**src/rtl/fibo_arbiter.sv**
```systemverilog
`default_nettype none
// ============================================================================
//  Module   : fibo_arbiter
//  Purpose  : Round-robin sharing of one fibo engine between N requesters,
//             with a watchdog bounding the wait for the engine result.
//  Revision : 1.0  initial release
// ============================================================================
module fibo_arbiter #(
    parameter int N   = 4,
    parameter int IW  = 5,
    parameter int FW  = 20,
    parameter int TMO = 64
) (
    input  logic            clk,
    input  logic            rst,
    input  logic [N-1:0]    req,
    input  logic [N*IW-1:0] arg,
    output logic [N-1:0]    resp_valid,
    output logic [FW-1:0]   resp_data,
    output logic            resp_err,
    output logic            busy,
    output logic            eng_start,
    output logic [IW-1:0]   eng_i,
    input  logic            eng_ready,
    input  logic            eng_done_tick,
    input  logic [FW-1:0]   eng_f
);

    localparam int IXW = (N > 1) ? $clog2(N) : 1;
    localparam int WDW = $clog2(TMO);

    localparam logic [1:0]     c_IDLE     = 2'd0;
    localparam logic [1:0]     c_ISSUE    = 2'd1;
    localparam logic [1:0]     c_WAIT     = 2'd2;
    localparam logic [1:0]     c_RESP     = 2'd3;
    localparam logic [WDW-1:0] c_WD_LAST  = WDW'(TMO - 1);
    localparam logic [IXW-1:0] c_LAST_IDX = IXW'(N - 1);

    logic [1:0]      r_state;
    logic [1:0]      w_next_state;
    logic [IXW-1:0]  r_rr_ptr;
    logic [IXW-1:0]  r_cur_idx;
    logic [IW-1:0]   r_cur_arg;
    logic [FW-1:0]   r_result;
    logic            r_err;
    logic [WDW-1:0]  r_wdog;

    logic [2*N-1:0]  w_dbl;
    logic [N-1:0]    w_rot;
    logic            w_found;
    logic [IXW-1:0]  w_pick;
    logic [IXW:0]    w_sum;
    logic [IW-1:0]   w_pick_arg;
    logic            w_expire;

    // Rotate the request vector so bit 0 is the requester at rr_ptr; the
    // lowest set bit of the rotated vector is then the round-robin winner.
    assign w_dbl    = {req, req} >> r_rr_ptr;
    assign w_rot    = w_dbl[N-1:0];
    assign w_expire = (r_wdog == c_WD_LAST);

    always_comb begin
        w_found = 1'b0;
        w_pick  = r_rr_ptr;
        w_sum   = '0;
        for (int j = 0; j < N; j++) begin
            if (!w_found && w_rot[j]) begin
                w_found = 1'b1;
                w_sum   = {1'b0, r_rr_ptr} + (IXW + 1)'(j);
                if (w_sum >= (IXW + 1)'(N)) begin
                    w_sum = w_sum - (IXW + 1)'(N);
                end
                w_pick = w_sum[IXW-1:0];
            end
        end
    end

    always_comb begin
        w_pick_arg = '0;
        for (int k = 0; k < N; k++) begin
            if (w_pick == IXW'(k)) begin
                w_pick_arg = arg[k*IW +: IW];
            end
        end
    end

    // State register
    always_ff @(posedge clk or posedge rst) begin
        if (rst) begin
            r_state <= c_IDLE;
        end else begin
            r_state <= w_next_state;
        end
    end

    // Next-state logic
    always_comb begin
        w_next_state = r_state;
        case (r_state)
            c_IDLE:  if (w_found && eng_ready) w_next_state = c_ISSUE;
            c_ISSUE: w_next_state = c_WAIT;
            c_WAIT:  if (eng_done_tick || w_expire) w_next_state = c_RESP;
            c_RESP:  w_next_state = c_IDLE;
            default: w_next_state = c_IDLE;
        endcase
    end

    // Datapath registers; a done_tick in the expiry cycle takes precedence.
    always_ff @(posedge clk or posedge rst) begin
        if (rst) begin
            r_rr_ptr  <= '0;
            r_cur_idx <= '0;
            r_cur_arg <= '0;
            r_result  <= '0;
            r_err     <= 1'b0;
            r_wdog    <= '0;
        end else begin
            case (r_state)
                c_IDLE: begin
                    if (w_found && eng_ready) begin
                        r_cur_idx <= w_pick;
                        r_cur_arg <= w_pick_arg;
                    end
                end
                c_ISSUE: begin
                    r_wdog <= '0;
                end
                c_WAIT: begin
                    r_wdog <= r_wdog + 1'b1;
                    if (eng_done_tick) begin
                        r_result <= eng_f;
                        r_err    <= 1'b0;
                    end else if (w_expire) begin
                        r_result <= '0;
                        r_err    <= 1'b1;
                    end
                end
                c_RESP: begin
                    r_rr_ptr <= (r_cur_idx == c_LAST_IDX) ? '0 : r_cur_idx + 1'b1;
                end
                default: ;
            endcase
        end
    end

    // Output logic
    always_comb begin
        resp_valid = '0;
        resp_data  = '0;
        resp_err   = 1'b0;
        busy       = (r_state != c_IDLE);
        eng_start  = (r_state == c_ISSUE);
        eng_i      = r_cur_arg;
        if (r_state == c_RESP) begin
            resp_data = r_result;
            resp_err  = r_err;
            for (int k = 0; k < N; k++) begin
                resp_valid[k] = (r_cur_idx == IXW'(k));
            end
        end
    end

endmodule
`default_nettype wire

```
**config.mk**
```make
export PLATFORM = sky130hd
export DESIGN_NAME = fibo_arbiter
export DESIGN_NICKNAME = d
export VERILOG_FILES = /design/src/rtl/fibo_arbiter.sv
export SDC_FILE = /design/constraint.sdc
export NUM_CORES = 1
export LEC_CHECK = 0
export CORE_ASPECT_RATIO = 1.25
export CORE_UTILIZATION = 44
export DETAILED_ROUTE_END_ITERATION = 10
export HOLD_SLACK_MARGIN = 0.12
export PLACE_DENSITY = 0.82
export REMOVE_ABC_BUFFERS = 1
export SKIP_LAST_GASP = 1
export SYNTH_ARGS = -nofsm -noshare
export SYNTH_HDL_FRONTEND = slang
export SYNTH_SLANG_ARGS = --single-unit
```
**constraint.sdc**
```tcl
create_clock -name clk -period 2.2 [get_ports clk]
set_clock_uncertainty 0.2 [all_clocks]
set_input_delay 0.33 -clock clk [delete_from_list [all_inputs] [get_ports clk]]
set_output_delay 0.33 -clock clk [all_outputs]
set_load 0.02 [all_outputs]
```
Word-level counts from Yosys, hierarchy flattened. Cells that the tools add are included.

Flip-flop bits (word level): 38. Input bits: 48. Output and inout bits: 32. Logic and storage cells: 78.

Add/subtract/negate cells: 9. Magnitude comparators: 4. Eq/ne operators: 12. Shift operators: 1. Muxes and demuxes: 28. Reduce and logical (&&, ||, !) cells: 17.

Operators by type and width (number): $mux 20 (3); $mux 2 (11); $mux 5 (4); $eq 2x2->1 const B (6); $pmux 6 s2 (1); $ge 3x3->1 const B (3); $pmux 2 s4 (1); $shr 8x2->4 (1); $sub 2x1->2 const B (4); $mux 1 (7); $add 2x2->3 const B (2); $add 6x1->6 const B (1); $eq 2x1->1 const B (3); $eq 6x6->1 const B (1); $logic_not 2->1 (3); $reduce_and 2->1 (3); $reduce_bool 2->1 (3); $logic_and 1x1->1 (4); $mux 4 (1); $ne 2x2->1 const B (2); $add 2x1->3 const B (1); $ge 2x3->1 const B (1); $logic_not 1->1 (3); $add 2x1->2 const B (1); $logic_or 1x1->1 (1).

Depth between registers and ports, before layout.
Depth in word-level cells: 16. Mapped depth: 7. Depth with buffers taken out: 7.

Least setup slack after synthesis. No wires, ideal clock.

Path type: register to output. Start: reg r_state[0]. End: out resp_data[17]. Arrival time: 1.202 ns. Required time: 1.670 ns. Path slack: 0.468 ns. Cell stages (with the launch flop): 5. Path buffers: 2. Path through: dfrtp_1 > ha_1 > clkbuf_1 > clkbuf_1 > and2_1.

Cells in the longest elaborated chain, start to end: 2.

Ends and longest elaborated chain: from (decl) (line 39) `logic [1:0] r_state;`; from (signal assigned) (line 90) `r_state <= c_IDLE;`; from (signal assigned) (line 92) `r_state <= w_next_state;`; $eq 2x2->1 (line 154) `if (r_state == c_RESP) begin`; $mux 20 (line 154); to (decl) (line 19) `output logic [FW-1:0] resp_data,`.

Every way passes these cells.

Worst setup path in the final report.
Start: reg r_state[0]. End: out resp_data[12].

The elaborated chain is that of the path after synthesis.

==> Flow_metrics.wiki <==
{| class="wikitable"
! Metric !! Value
|-
| Run status || finished clean
|-
| Design Area, Final || 0.00309 sq mm
|-
| Most instantiated flip-flop cell in the synthesis netlist || sky130_fd_sc_hd__dfrtp_1
|-
| Port Buffer Count || 79
|-
| Antenna Cells || 0
|-
| Cell area after synthesis || 0.00211 sq mm
|-
| Std cell rows || 27
|-
| Wire length of the first global-routing pass || 8480 um
|-
| Post-synthesis average cell area || 10.0 sq um
|-
| Critical Path Source Type || register
|-
| Instance area at placement || 0.00301 sq mm
|-
| Final hold violations || 0
|-
| Cts bufs inserted || 5
|-
| Clock latency reported for the late side of the worst-skew pair || 0.30 ns
|-
| Vias in the first global route || 1832
|-
| Floorplan die height || 79.4 um
|-
| Die X || 63.9 um
|-
| Critical path arrival || 1.61 ns
|-
| Cell count after synthesis || 210
|-
| Global-route usage over all layers || 22.0%
|-
| Antenna violations before repair || 0
|-
| Max-slew headroom || 67.9%
|-
| Largest vdd supply drop || 0.000672 V
|-
| Placed wire-length estimate || 3850 um
|-
| Total Power Consumption || 3.56 mW
|-
| CTS tree || built
|-
| Type of the worst setup path || reg -> out
|-
| Routability congestion estimate from global placement || 0.824
|-
| Cells along the critical path || ha_1, buf_12, and2_1, dlygate4sd2_1
|-
| Final Max Tran Viols || 0
|-
| Crit path launch || r_state[0]
|-
| Worst-path cell with the longest stage delay || sky130_fd_sc_hd__dfrtp_1
|-
| Most frequent cells after synthesis || sky130_fd_sc_hd__dfrtp_1, sky130_fd_sc_hd__and2_1, sky130_fd_sc_hd__a22o_1
|-
| Average wire per standard cell || 14.9 um
|-
| Sequential element share of the synthesized area || 45.1%
|-
| Largest driver fanout on the critical path || 28
|-
| Slew @ Worst Pin || 0.481 ns
|-
| Root buffer cell || sky130_fd_sc_hd__clkbuf_8
|-
| Setup repair after global routing missed its margin || false
|-
| Total length of routed wires || 5280 um
|-
| Max Cap Viol || 0
|-
| Most instantiated library cell after synthesis || sky130_fd_sc_hd__dfrtp_1
|-
| Library cell with the largest summed area after synthesis || sky130_fd_sc_hd__dfrtp_1
|-
| Required time at the endpoint of the critical path || 1.67 ns
|-
| Leading post-synthesis cells by cell area || sky130_fd_sc_hd__dfrtp_1, sky130_fd_sc_hd__a22o_1, sky130_fd_sc_hd__and2_1
|-
| Highest cell delay on the worst timing path || 0.42 ns
|-
| PwrDens || 1150 mW/mm^2
|-
| Hold Buf Count CTS || 0
|-
| Fraction of layout instances using a drive strength above 1 || 11.1%
|-
| Capturing element type of the critical path || primary output
|-
| Synthesis-to-layout area growth || 46.7%
|-
| Vias per std cell || 5.31
|-
| Number of storage elements in the synthesis netlist || 38
|-
| Number of setup violations in the final report || 0
|-
| Post-CTS clock slew at the launch and capture registers of the worst setup and hold paths || 0.07 ns
|-
| Number of design rule violations left after detail routing || 0
|-
| Max Fclk || 468 MHz
|-
| Routed via count || 1879
|-
| Number of nets at the end of the flow || 352
|-
| Core area || 0.00449 sq mm
|-
| Pre-CTS setup slack || -0.203 ns
|-
| Number of warnings issued by yosys || 0
|-
| First-pass iteration count of the detailed router || 4
|-
| Final min period || 2.14 ns
|-
| Hold WC Path Type || in -> async
|-
| Unique masters post-synth || 42
|-
| Utilization after layout || 68.8%
|-
| IO Pins || 80
|-
| Largest net degree at the start of global routing || 39
|-
| H-tree depth || 2
|-
| Share of the clock period used by the worst path after layout || 97.2%
|-
| Post-synthesis async set-or-reset flop share || 100%
|-
| Reg2reg start || r_rr_ptr[1]
|-
| Maximum buffer depth of the clock tree || 2
|-
| Fraction of post-synthesis cell area in the top cell type by area || 45.1%
|-
| Setup slack after layout || 0.0619 ns
|-
| Leftover overflow at the end of global routing || 0
|-
| Area of the die || 0.00507 sq mm
|-
| ANT nets after route || 0
|-
| Leak || 1.49 nW
|-
| Number of enable-type register cells in the synthesized netlist || 0
|-
| Starting utilization of the core area || 46.9%
|-
| Number of DRC markers after the initial detailed-route iteration || 86
|-
| Sinks on the clock net || 38
|}
## logic make-up after synthesis
family	count (synthesis)	share of synthesized area, %
buffers and inverters	27	5.70
adders and majority gates	9	5.34
AOI/OAI and AO/OA	63	22.7
and+or+nand+nor	68	18.5
DFF	38	45.1
muxes	5	2.61
## path summary, 6_finish.rpt
| path | endpoint | slack, ns | cells after the start |
|---|---|---|---|
| max | resp_data[12] | 0.06 | 4 |
| min | r_err | 0.25 | 3 |
| max reg2reg | eng_i[1] | 0.21 | 5 |
| min reg2reg | eng_i[1] | 0.29 | 2 |
| max in group asynchronous | eng_i[3] | 1.20 | 3 |
| min in group clk | eng_i[1] | 0.29 | 2 |
## layer usage
layer	share of wire, %	GRT usage [%]	up-vias
li1	-	-	917
met1	41	26.5	890
met2	51	36.4	59
met3	5.1	4.71	13
met4	2.7	11.8	0
met5	0	0	-
## metrics by stage
| stage | hold WS [ns] | std cells | setup TNS, ns |
|---|---|---|---|
| after floorplan | 0.263 | 198 | 0 |
| after global placement | 0.260 | 346 | -0.813 |
| after detailed placement | 0.274 | 346 | -1.15 |
| after global routing | 0.302 | 354 | 0 |
| after CTS | 0.284 | 354 | 0 |
| final | 0.252 | 354 | 0 |
## layout make-up
type / instances / area [sq um]
flip-flops and latches: 38 / 951
well taps: 58 / 72.6
clock buffers: 7 / 76.3
clock inverters: 1 / 30.0
multi-input cells: 145 / 1040
inverters: 15 / 56.3
repair buffers: 90 / 868
fillers: 368 / 1400
## cells in the final DEF (no fill, tap or decap), drive strengths merged, types with 2 or more instances in the layout
| cell | instances |
|---|---|
| a211oi | 4 |
| a21boi | 2 |
| a21oi | 8 |
| a22o | 20 |
| and2 | 26 |
| and3 | 5 |
| buf | 11 |
| clkbuf | 7 |
| clkdlybuf4s50 | 52 |
| dfrtp | 38 |
| dlygate4sd2 | 26 |
| ha | 9 |
| inv | 15 |
| mux2 | 4 |
| nand2 | 15 |
| nand3 | 7 |
| nor2 | 5 |
| nor2b | 3 |
| o21ai | 8 |
| o22ai | 7 |
| o31ai | 5 |
## worst max-delay path: cells and delay by family, from the launching register on
family,cells,cell delay (ns)
adders and majority gates,1,0.25
buffers and inverters,2,0.49
DFF,1,0.42
and+or+nand+nor,1,0.14
## state kept, by name, indices dropped and copies added, names as in the netlist
signal	count
eng_i	5
r_rr_ptr	2
r_err	1
r_result	20
r_cur_idx	2
r_wdog	6
r_state	2
## power breakdown
part | switching (mW) | internal [mW]
registers | 0.211 | 0.999
logic | 0.915 | 0.850
clock network | 0.242 | 0.339
total | 1.37 | 2.19
## repair_timing
item / CTS / global route
endpoints found under the setup margin: 26 / 3
resized for setup: 26 / 1
setup buffers: 0 / 0
No activity file was read; power rests on OpenSTA's default activity.
